$ cat src/rtl/pipelined_carry_select_adder_pkg.sv
// pipelined_carry_select_adder_pkg: default geometry shared by the adder and its ripple blocks
package pipelined_carry_select_adder_pkg;
   localparam int DEF_WIDTH = 32;
   localparam int DEF_BLOCK = 8;
endpackage

$ cat src/rtl/pipelined_carry_select_adder_rca_block.sv
// rca_block: W-bit ripple adder; s/co = a+b+ci, cm = carry into the MSB (for overflow)
module rca_block #(
   parameter int W = 8
) (
   input  logic [W-1:0] a,
   input  logic [W-1:0] b,
   input  logic         ci,
   output logic [W-1:0] s,
   output logic         co,
   output logic         cm
);
   always_comb begin
      {co, s} = {1'b0, a} + {1'b0, b} + {{W{1'b0}}, ci};
      cm = s[W-1] ^ a[W-1] ^ b[W-1];
   end
endmodule

$ cat src/rtl/pipelined_carry_select_adder.sv
// pipelined_carry_select_adder: 2-stage carry-select add/sub with valid/ready on both sides
//   in:  clk, rst_n (async, active-low), in_valid, a, b, cin, sub, out_ready
//   out: in_ready, out_valid, sum, cout (1 = no borrow on sub), ovf (signed overflow)
module pipelined_carry_select_adder
   import pipelined_carry_select_adder_pkg::*;
#(
   parameter int WIDTH = DEF_WIDTH,
   parameter int BLOCK = DEF_BLOCK
) (
   input  logic             clk,
   input  logic             rst_n,
   input  logic             in_valid,
   output logic             in_ready,
   input  logic [WIDTH-1:0] a,
   input  logic [WIDTH-1:0] b,
   input  logic             cin,
   input  logic             sub,
   output logic             out_valid,
   input  logic             out_ready,
   output logic [WIDTH-1:0] sum,
   output logic             cout,
   output logic             ovf
);
   localparam int NBLK = WIDTH / BLOCK;
   if (WIDTH % BLOCK != 0 || BLOCK > WIDTH) begin : g_bad_cfg
      $error("WIDTH must be a positive multiple of BLOCK");
   end
   logic [WIDTH-1:0] b_eff, s_lo_w, s_hi_w;
   logic             ci_eff;
   logic [NBLK-1:0]  co_lo_w, co_hi_w, cm_lo_w, cm_hi_w;
   logic             s1_valid_q, s1_valid_d, out_valid_q, out_valid_d;
   logic [WIDTH-1:0] s_lo_q, s_lo_d, s_hi_q, s_hi_d, sum_q, sum_d, res;
   logic [NBLK-1:0]  co_lo_q, co_lo_d, co_hi_q, co_hi_d, cm_lo_q, cm_lo_d, cm_hi_q, cm_hi_d;
   logic             cout_q, cout_d, ovf_q, ovf_d;
   logic             s1_load, s2_load, take, sel_c, msb_c;
   assign b_eff  = sub ? ~b : b;
   assign ci_eff = sub | cin;
   rca_block #(.W(BLOCK)) u_blk0 (
      .a(a[BLOCK-1:0]), .b(b_eff[BLOCK-1:0]), .ci(ci_eff),
      .s(s_lo_w[BLOCK-1:0]), .co(co_lo_w[0]), .cm(cm_lo_w[0])
   );
   // Block 0 already has its real carry-in, so both candidate slots carry the same result.
   assign s_hi_w[BLOCK-1:0] = s_lo_w[BLOCK-1:0];
   assign co_hi_w[0] = co_lo_w[0];
   assign cm_hi_w[0] = cm_lo_w[0];
   for (genvar k = 1; k < NBLK; k++) begin : g_blk
      rca_block #(.W(BLOCK)) u_lo (
         .a(a[k*BLOCK +: BLOCK]), .b(b_eff[k*BLOCK +: BLOCK]), .ci(1'b0),
         .s(s_lo_w[k*BLOCK +: BLOCK]), .co(co_lo_w[k]), .cm(cm_lo_w[k])
      );
      rca_block #(.W(BLOCK)) u_hi (
         .a(a[k*BLOCK +: BLOCK]), .b(b_eff[k*BLOCK +: BLOCK]), .ci(1'b1),
         .s(s_hi_w[k*BLOCK +: BLOCK]), .co(co_hi_w[k]), .cm(cm_hi_w[k])
      );
   end
   always_comb begin
      s2_load     = !out_valid_q || out_ready;
      s1_load     = !s1_valid_q || s2_load;
      take        = s1_load && in_valid;
      s1_valid_d  = s1_load ? in_valid : s1_valid_q;
      s_lo_d      = take ? s_lo_w  : s_lo_q;
      s_hi_d      = take ? s_hi_w  : s_hi_q;
      co_lo_d     = take ? co_lo_w : co_lo_q;
      co_hi_d     = take ? co_hi_w : co_hi_q;
      cm_lo_d     = take ? cm_lo_w : cm_lo_q;
      cm_hi_d     = take ? cm_hi_w : cm_hi_q;
      // Select chain starts at 0 so block 0 falls out of the same loop as the upper blocks.
      sel_c       = 1'b0;
      msb_c       = 1'b0;
      res         = '0;
      for (int k = 0; k < NBLK; k++) begin
         res[k*BLOCK +: BLOCK] = sel_c ? s_hi_q[k*BLOCK +: BLOCK] : s_lo_q[k*BLOCK +: BLOCK];
         msb_c = sel_c ? cm_hi_q[k] : cm_lo_q[k];
         sel_c = sel_c ? co_hi_q[k] : co_lo_q[k];
      end
      out_valid_d = s2_load ? s1_valid_q : out_valid_q;
      sum_d       = (s2_load && s1_valid_q) ? res           : sum_q;
      cout_d      = (s2_load && s1_valid_q) ? sel_c         : cout_q;
      ovf_d       = (s2_load && s1_valid_q) ? msb_c ^ sel_c : ovf_q;
   end
   always_ff @(posedge clk or negedge rst_n) begin
      if (!rst_n) begin
         s1_valid_q  <= 1'b0;
         s_lo_q      <= '0;
         s_hi_q      <= '0;
         co_lo_q     <= '0;
         co_hi_q     <= '0;
         cm_lo_q     <= '0;
         cm_hi_q     <= '0;
         out_valid_q <= 1'b0;
         sum_q       <= '0;
         cout_q      <= 1'b0;
         ovf_q       <= 1'b0;
      end else begin
         s1_valid_q  <= s1_valid_d;
         s_lo_q      <= s_lo_d;
         s_hi_q      <= s_hi_d;
         co_lo_q     <= co_lo_d;
         co_hi_q     <= co_hi_d;
         cm_lo_q     <= cm_lo_d;
         cm_hi_q     <= cm_hi_d;
         out_valid_q <= out_valid_d;
         sum_q       <= sum_d;
         cout_q      <= cout_d;
         ovf_q       <= ovf_d;
      end
   end
   assign in_ready  = s1_load;
   assign out_valid = out_valid_q;
   assign sum       = sum_q;
   assign cout      = cout_q;
   assign ovf       = ovf_q;
endmodule
$ cat config.mk
export PLATFORM = sky130hd
export DESIGN_NAME = pipelined_carry_select_adder
export DESIGN_NICKNAME = d
export VERILOG_FILES = /design/src/rtl/pipelined_carry_select_adder_pkg.sv /design/src/rtl/pipelined_carry_select_adder_rca_block.sv /design/src/rtl/pipelined_carry_select_adder.sv
export SDC_FILE = /design/constraint.sdc
export NUM_CORES = 1
export LEC_CHECK = 0
export CORE_ASPECT_RATIO = 2
export CORE_MARGIN = 5
export CORE_UTILIZATION = 40
export CTS_CLUSTER_DIAMETER = 120
export DETAILED_ROUTE_END_ITERATION = 16
export GPL_TIMING_DRIVEN = 0
export MAX_ROUTING_LAYER = met4
export SLEW_MARGIN = 20
export SYNTH_ARGS = -nofsm -noshare
export SYNTH_HDL_FRONTEND = slang
export SYNTH_HIERARCHICAL = 1
export SYNTH_SLANG_ARGS = --single-unit
export TNS_END_PERCENT = 20
$ cat constraint.sdc
create_clock -name clk -period 5.5 [get_ports clk]
set_clock_uncertainty 0.1 [all_clocks]
set_input_delay 1.1 -clock clk [delete_from_list [all_inputs] [get_ports clk]]
set_output_delay 1.1 -clock clk [all_outputs]
set_load 0.1 [all_outputs]
== Word level (Yosys, flattened, before mapping) ==
Cells that the tools add are included.
Operators by class
  add/subtract/negate cells: 8
  muxes and demuxes: 8
  bitwise gates (word level): 17
  reductions and logical operators: 6
Operator list (number)
  8-bit by 8-bit adder with 9-bit output: 4
  32-bit 2-to-1 mux: 1
  32-bit inverter: 1
  9-bit by 1-bit adder with 9-bit output, second input constant: 3
  8-bit 2-to-1 mux: 3
  1-bit bitwise XOR: 15
  9-bit by 1-bit adder with 9-bit output: 1
  1-bit 2-to-1 mux: 4
  1-bit logical AND: 2
  1-bit logical NOT: 2
  1-bit logical OR: 2
  1-bit OR: 1
Word-level totals
  bits in registers: 116
  input bits: 70
  output and inout bits: 36
  word-level logic and storage cells: 50

== Depth between registers and ports, before layout ==
  depth in word-level cells: 6
  mapped depth: 10
  depth with buffers taken out: 8

== By module ==
The synthesis kept the hierarchy.
Modules (own cells, without submodules)
  pipelined_carry_select_adder: instances 1, cells each 316, area each 4311.6 sq um, seq. area each 2527.4 sq um
  rca_block at g_blk[1].u_hi ...: instances 4, cells each 44, area each 376.6 sq um, seq. area each 0.0 sq um
  rca_block at g_blk[3].u_hi ...: instances 3, cells each 43, area each 376.6 sq um, seq. area each 0.0 sq um

== Worst setup path before layout ==
OpenSTA, ideal clock, no wires.
  path kind: input-to-reg
  start point: input sub
  end point: register co_hi_q[3]
  setup time: 0.125 ns
  arrival time: 3.926 ns
  path slack: 1.349 ns
  stages: 10
  cells stage by stage: clkbuf_1 -> buf_1 -> xor2_1 -> fa_1 -> fa_1 -> a21o_1 -> a21o_1 -> a2111oi_0 -> o21bai_1 -> mux2_2
Between the ends
  word-level cells in the longest chain between the ends: 3
RTL lines
  start: declaration: RTL line pipelined_carry_select_adder.sv:17  | input logic sub,
  32-bit 2-to-1 mux: RTL line pipelined_carry_select_adder.sv:36  | assign b_eff = sub ? ~b : b;
  via b_eff[24]: RTL line pipelined_carry_select_adder.sv:28  | logic [WIDTH-1:0] b_eff, s_lo_w, s_hi_w;
  8-bit by 8-bit adder with 9-bit output: RTL line pipelined_carry_select_adder_rca_block.sv:13  | {co, s} = {1'b0, a} + {1'b0, b} + {{W{1'b0}}, ci};
  9-bit by 1-bit adder with 9-bit output: RTL line pipelined_carry_select_adder_rca_block.sv:13
  via co_hi_w[3]: RTL line pipelined_carry_select_adder.sv:30  | logic [NBLK-1:0] co_lo_w, co_hi_w, cm_lo_w, cm_hi_w;
  end signal: assignment: RTL line pipelined_carry_select_adder.sv:99  | co_hi_q <= co_hi_d;
  end: declaration: RTL line pipelined_carry_select_adder.sv:33  | logic [NBLK-1:0] co_lo_q, co_lo_d, co_hi_q, co_hi_d, cm_lo_q, cm_lo_d, cm_hi_q, cm_hi_d;
The timed path passes the listed nets, and every way through them passes these cells.
A chain may end at the register's enable or synchronous reset.

== Worst setup path after layout ==
  start point: input sub
  end point: register co_lo_q[3]
Between the ends
  word-level cells in the longest chain between the ends: 2
RTL lines
  32-bit 2-to-1 mux: RTL line pipelined_carry_select_adder.sv:36
  via b_eff[24]: RTL line pipelined_carry_select_adder.sv:28
  8-bit by 8-bit adder with 9-bit output: RTL line pipelined_carry_select_adder_rca_block.sv:13
  via co_lo_w[3]: RTL line pipelined_carry_select_adder.sv:30
  end signal: assignment: RTL line pipelined_carry_select_adder.sv:98  | co_lo_q <= co_lo_d;
  end: declaration: RTL line pipelined_carry_select_adder.sv:33
The timed path passes the listed nets, and every way through them passes these cells.

==> results.cfg <==
[clock_tree]
clock_latency_ns = 0.34
cts_setup_buffers = 0
cts.sinks = 101
root_buffer = clkbuf_16
htree_levels = 3
path_clk_slew_ns = 0.07
cts.repair.resized = 0
cts.path.max_buffers = 2
postCtsHoldBufs = 0
numCtsBuffers = 9
cts_tree = done

[setup_path]
critical_path_class = in -> reg
cpPeakStageDelay_ns = 0.72
rr_endpoint = sum[31]
worstRegToRegCells = 6
cp_slowest_cell = buf_1
endpoint_kind = flop
critical_path_required_ns = 5.63
crit_path_max_fanout = 10
regToRegSetupSlack_ns = 3.29
worstSetupStartpointType = input port
arrival_ns = 4.81
crit_chain = clkbuf_1 -> buf_1 -> xor2_1 -> fa_1 -> fa_1 -> a21o_1 -> a21o_1 -> a2111oi_0 -> o21bai_1 -> mux2_2
r2r_start = co_lo_q[0]

[synthesis]
syn_area_per_cell_um2 = 11.1
netlist_area_um2 = 6790
synth.yosys.warnings = 6
syn_inst = 611

[global_routing]
grt_max_degree = 76
grt.total_usage_pct = 18.3
grt_remaining_overflow = 0
grt_pass1_vias = 5720
antenna_found_initial = 0
grt_pass1_wl_um = 27600

[sta]
tns_ns = 0
finalCritPeriodShare_pct = 85.1
rsz0062_at_grt = no
slew_headroom_pct = 28.7
hold_viol_final = 0
setup_viol = 0
tightest_slew_ns = 1.07
timing.fmax_mhz = 214
period_minus_slack_ns = 4.68
layout_setup_ws_ns = 0.817
slew_viol_final = 0

[placement]
dpl_cell_area_um2 = 8140
gp_congestion = 0.819
hpwl_um = 13600
io_buffers = 104
dp_slack_ns = 0.379

[worst_hold_path]
min_path_type = reg -> reg
min_from = sum[25]
whs_path_depth = 2
min_delay_worst_endpoint = sum[25]

[drt]
drt_iter0_drc = 128
routed_wirelength_um = 17100
drt_first_pass_iters = 4
drc_errors = 0
avgViaCountPerCell = 5.41
ant_nets = 0
vias = 5098
avgRoutedWirePerCell_um = 18.1

[power]
seqPwrFrac_pct = 30.0
switching_share_pct = 47.1
power_uw = 4000
vdd_drop_max_uv = 245
p_comb_share_pct = 53.9
power_density_nw_per_um2 = 474
power.share.clock_pct = 16.1
intPower_uw = 2120
p_sw_uw = 1880
leakage_uw = 0.00363

[floorplan]
die_w_um = 102
start_util_pct = 40.5
die_height_um = 194
rows = 67
dieArea_um2 = 19800
ioPinCount = 106
core_um2 = 16800

[outcome]
outcome = complete, no violations

[final_layout]
final_core_util_pct = 50.3
diodes = 0
fin_nets = 864
drive_above_1_share_pct = 17.7
finalInstanceArea_um2 = 8430
area_growth_pct = 24.2

[run]
maxCapViolations = 0
-- layer usage --
metal / track usage [%] / up-vias / share of wire, %
li1: - / 2453 / -
met1: 17.6 / 2534 / 35
met2: 35.5 / 80 / 60
met3: 1.84 / 31 / 2.4
met4: 7.10 / 0 / 2.9
met5: - / - / 0
-- registers in the layout, indices dropped and copies added (netlist names) --
name / cells
co_hi_q: 3
s1_valid_q: 1
out_valid: 1
cm_hi_q: 1
cout: 1
cm_lo_q: 1
sum: 32
co_lo_q: 4
s_hi_q: 32
ovf: 1
s_lo_q: 24
-- stage by stage --
stage	hold slack, ns	instances
after floorplan	0.357	615
after global routing	0.416	943
after CTS	0.389	943
after detailed placement	0.373	927
final	0.380	943
after global placement	0.368	926
-- worst max path at each step --
stage | start | endpoint | slack (ns)
after global placement | rst_n | s_lo_q[24] | -0.49
final | sub | co_lo_q[3] | 0.82
after global routing | sub | co_hi_q[3] | 0.58
after CTS | sub | co_lo_q[3] | 0.75
after floorplan | sub | co_hi_q[3] | 1.35
after detailed placement | sub | co_lo_q[3] | 0.38
-- layout make-up --
class / count / area [um2]
Timing Repair Buffer: 105 / 1070
Fill cell: 1582 / 8330
Inverter: 15 / 56.3
Multi-Input combinational cell: 477 / 4110
Buffer: 22 / 111
Tap cell: 207 / 259
Clock inverter: 6 / 70.1
Clock buffer: 10 / 229
Sequential cell: 101 / 2530
-- power by group through the flow --
stage	logic (uW)	registers [uW]	clock network, uW
after floorplan	790	2010	0
after global routing	2280	1240	685
after global placement	2130	1200	0
after detailed placement	2170	1210	0
after CTS	2180	1200	662
final	2150	1200	644
-- placed cells by master, fill, tap and decap left out, drive strengths merged, types with 2 or more instances in the layout --
master and instances:
mux2i 27, nor2 21, fa 14, nor2b 3, clkdlybuf4s50 103, o21bai 10, or4b 4, a21oi 25
a2111oi 3, o2111ai 4, buf 14, xnor2 20, dfrtp 101, nand2 34, nand2b 7, a211oi 14
ha 49, inv 17, xor2 44, clkinvlp 2, a2111o 3, o21ai 54, a31o 4, nor3 16
clkbuf 20, xnor3 2, a21o 17, conb 6, mux2 73, a41oi 7, a221oi 3, nand3 6
a31oi 4
-- critical path: cells and delay by family --
kind | cells | cell delay (ns)
xor gates and xnor gates | 1 | 0.28
adders and majority gates | 2 | 0.98
AOI/OAI and AO/OA | 4 | 1.13
muxes | 1 | 0.30
buffers and inverters | 2 | 1.01
No activity file was read; power rests on OpenSTA's default activity.
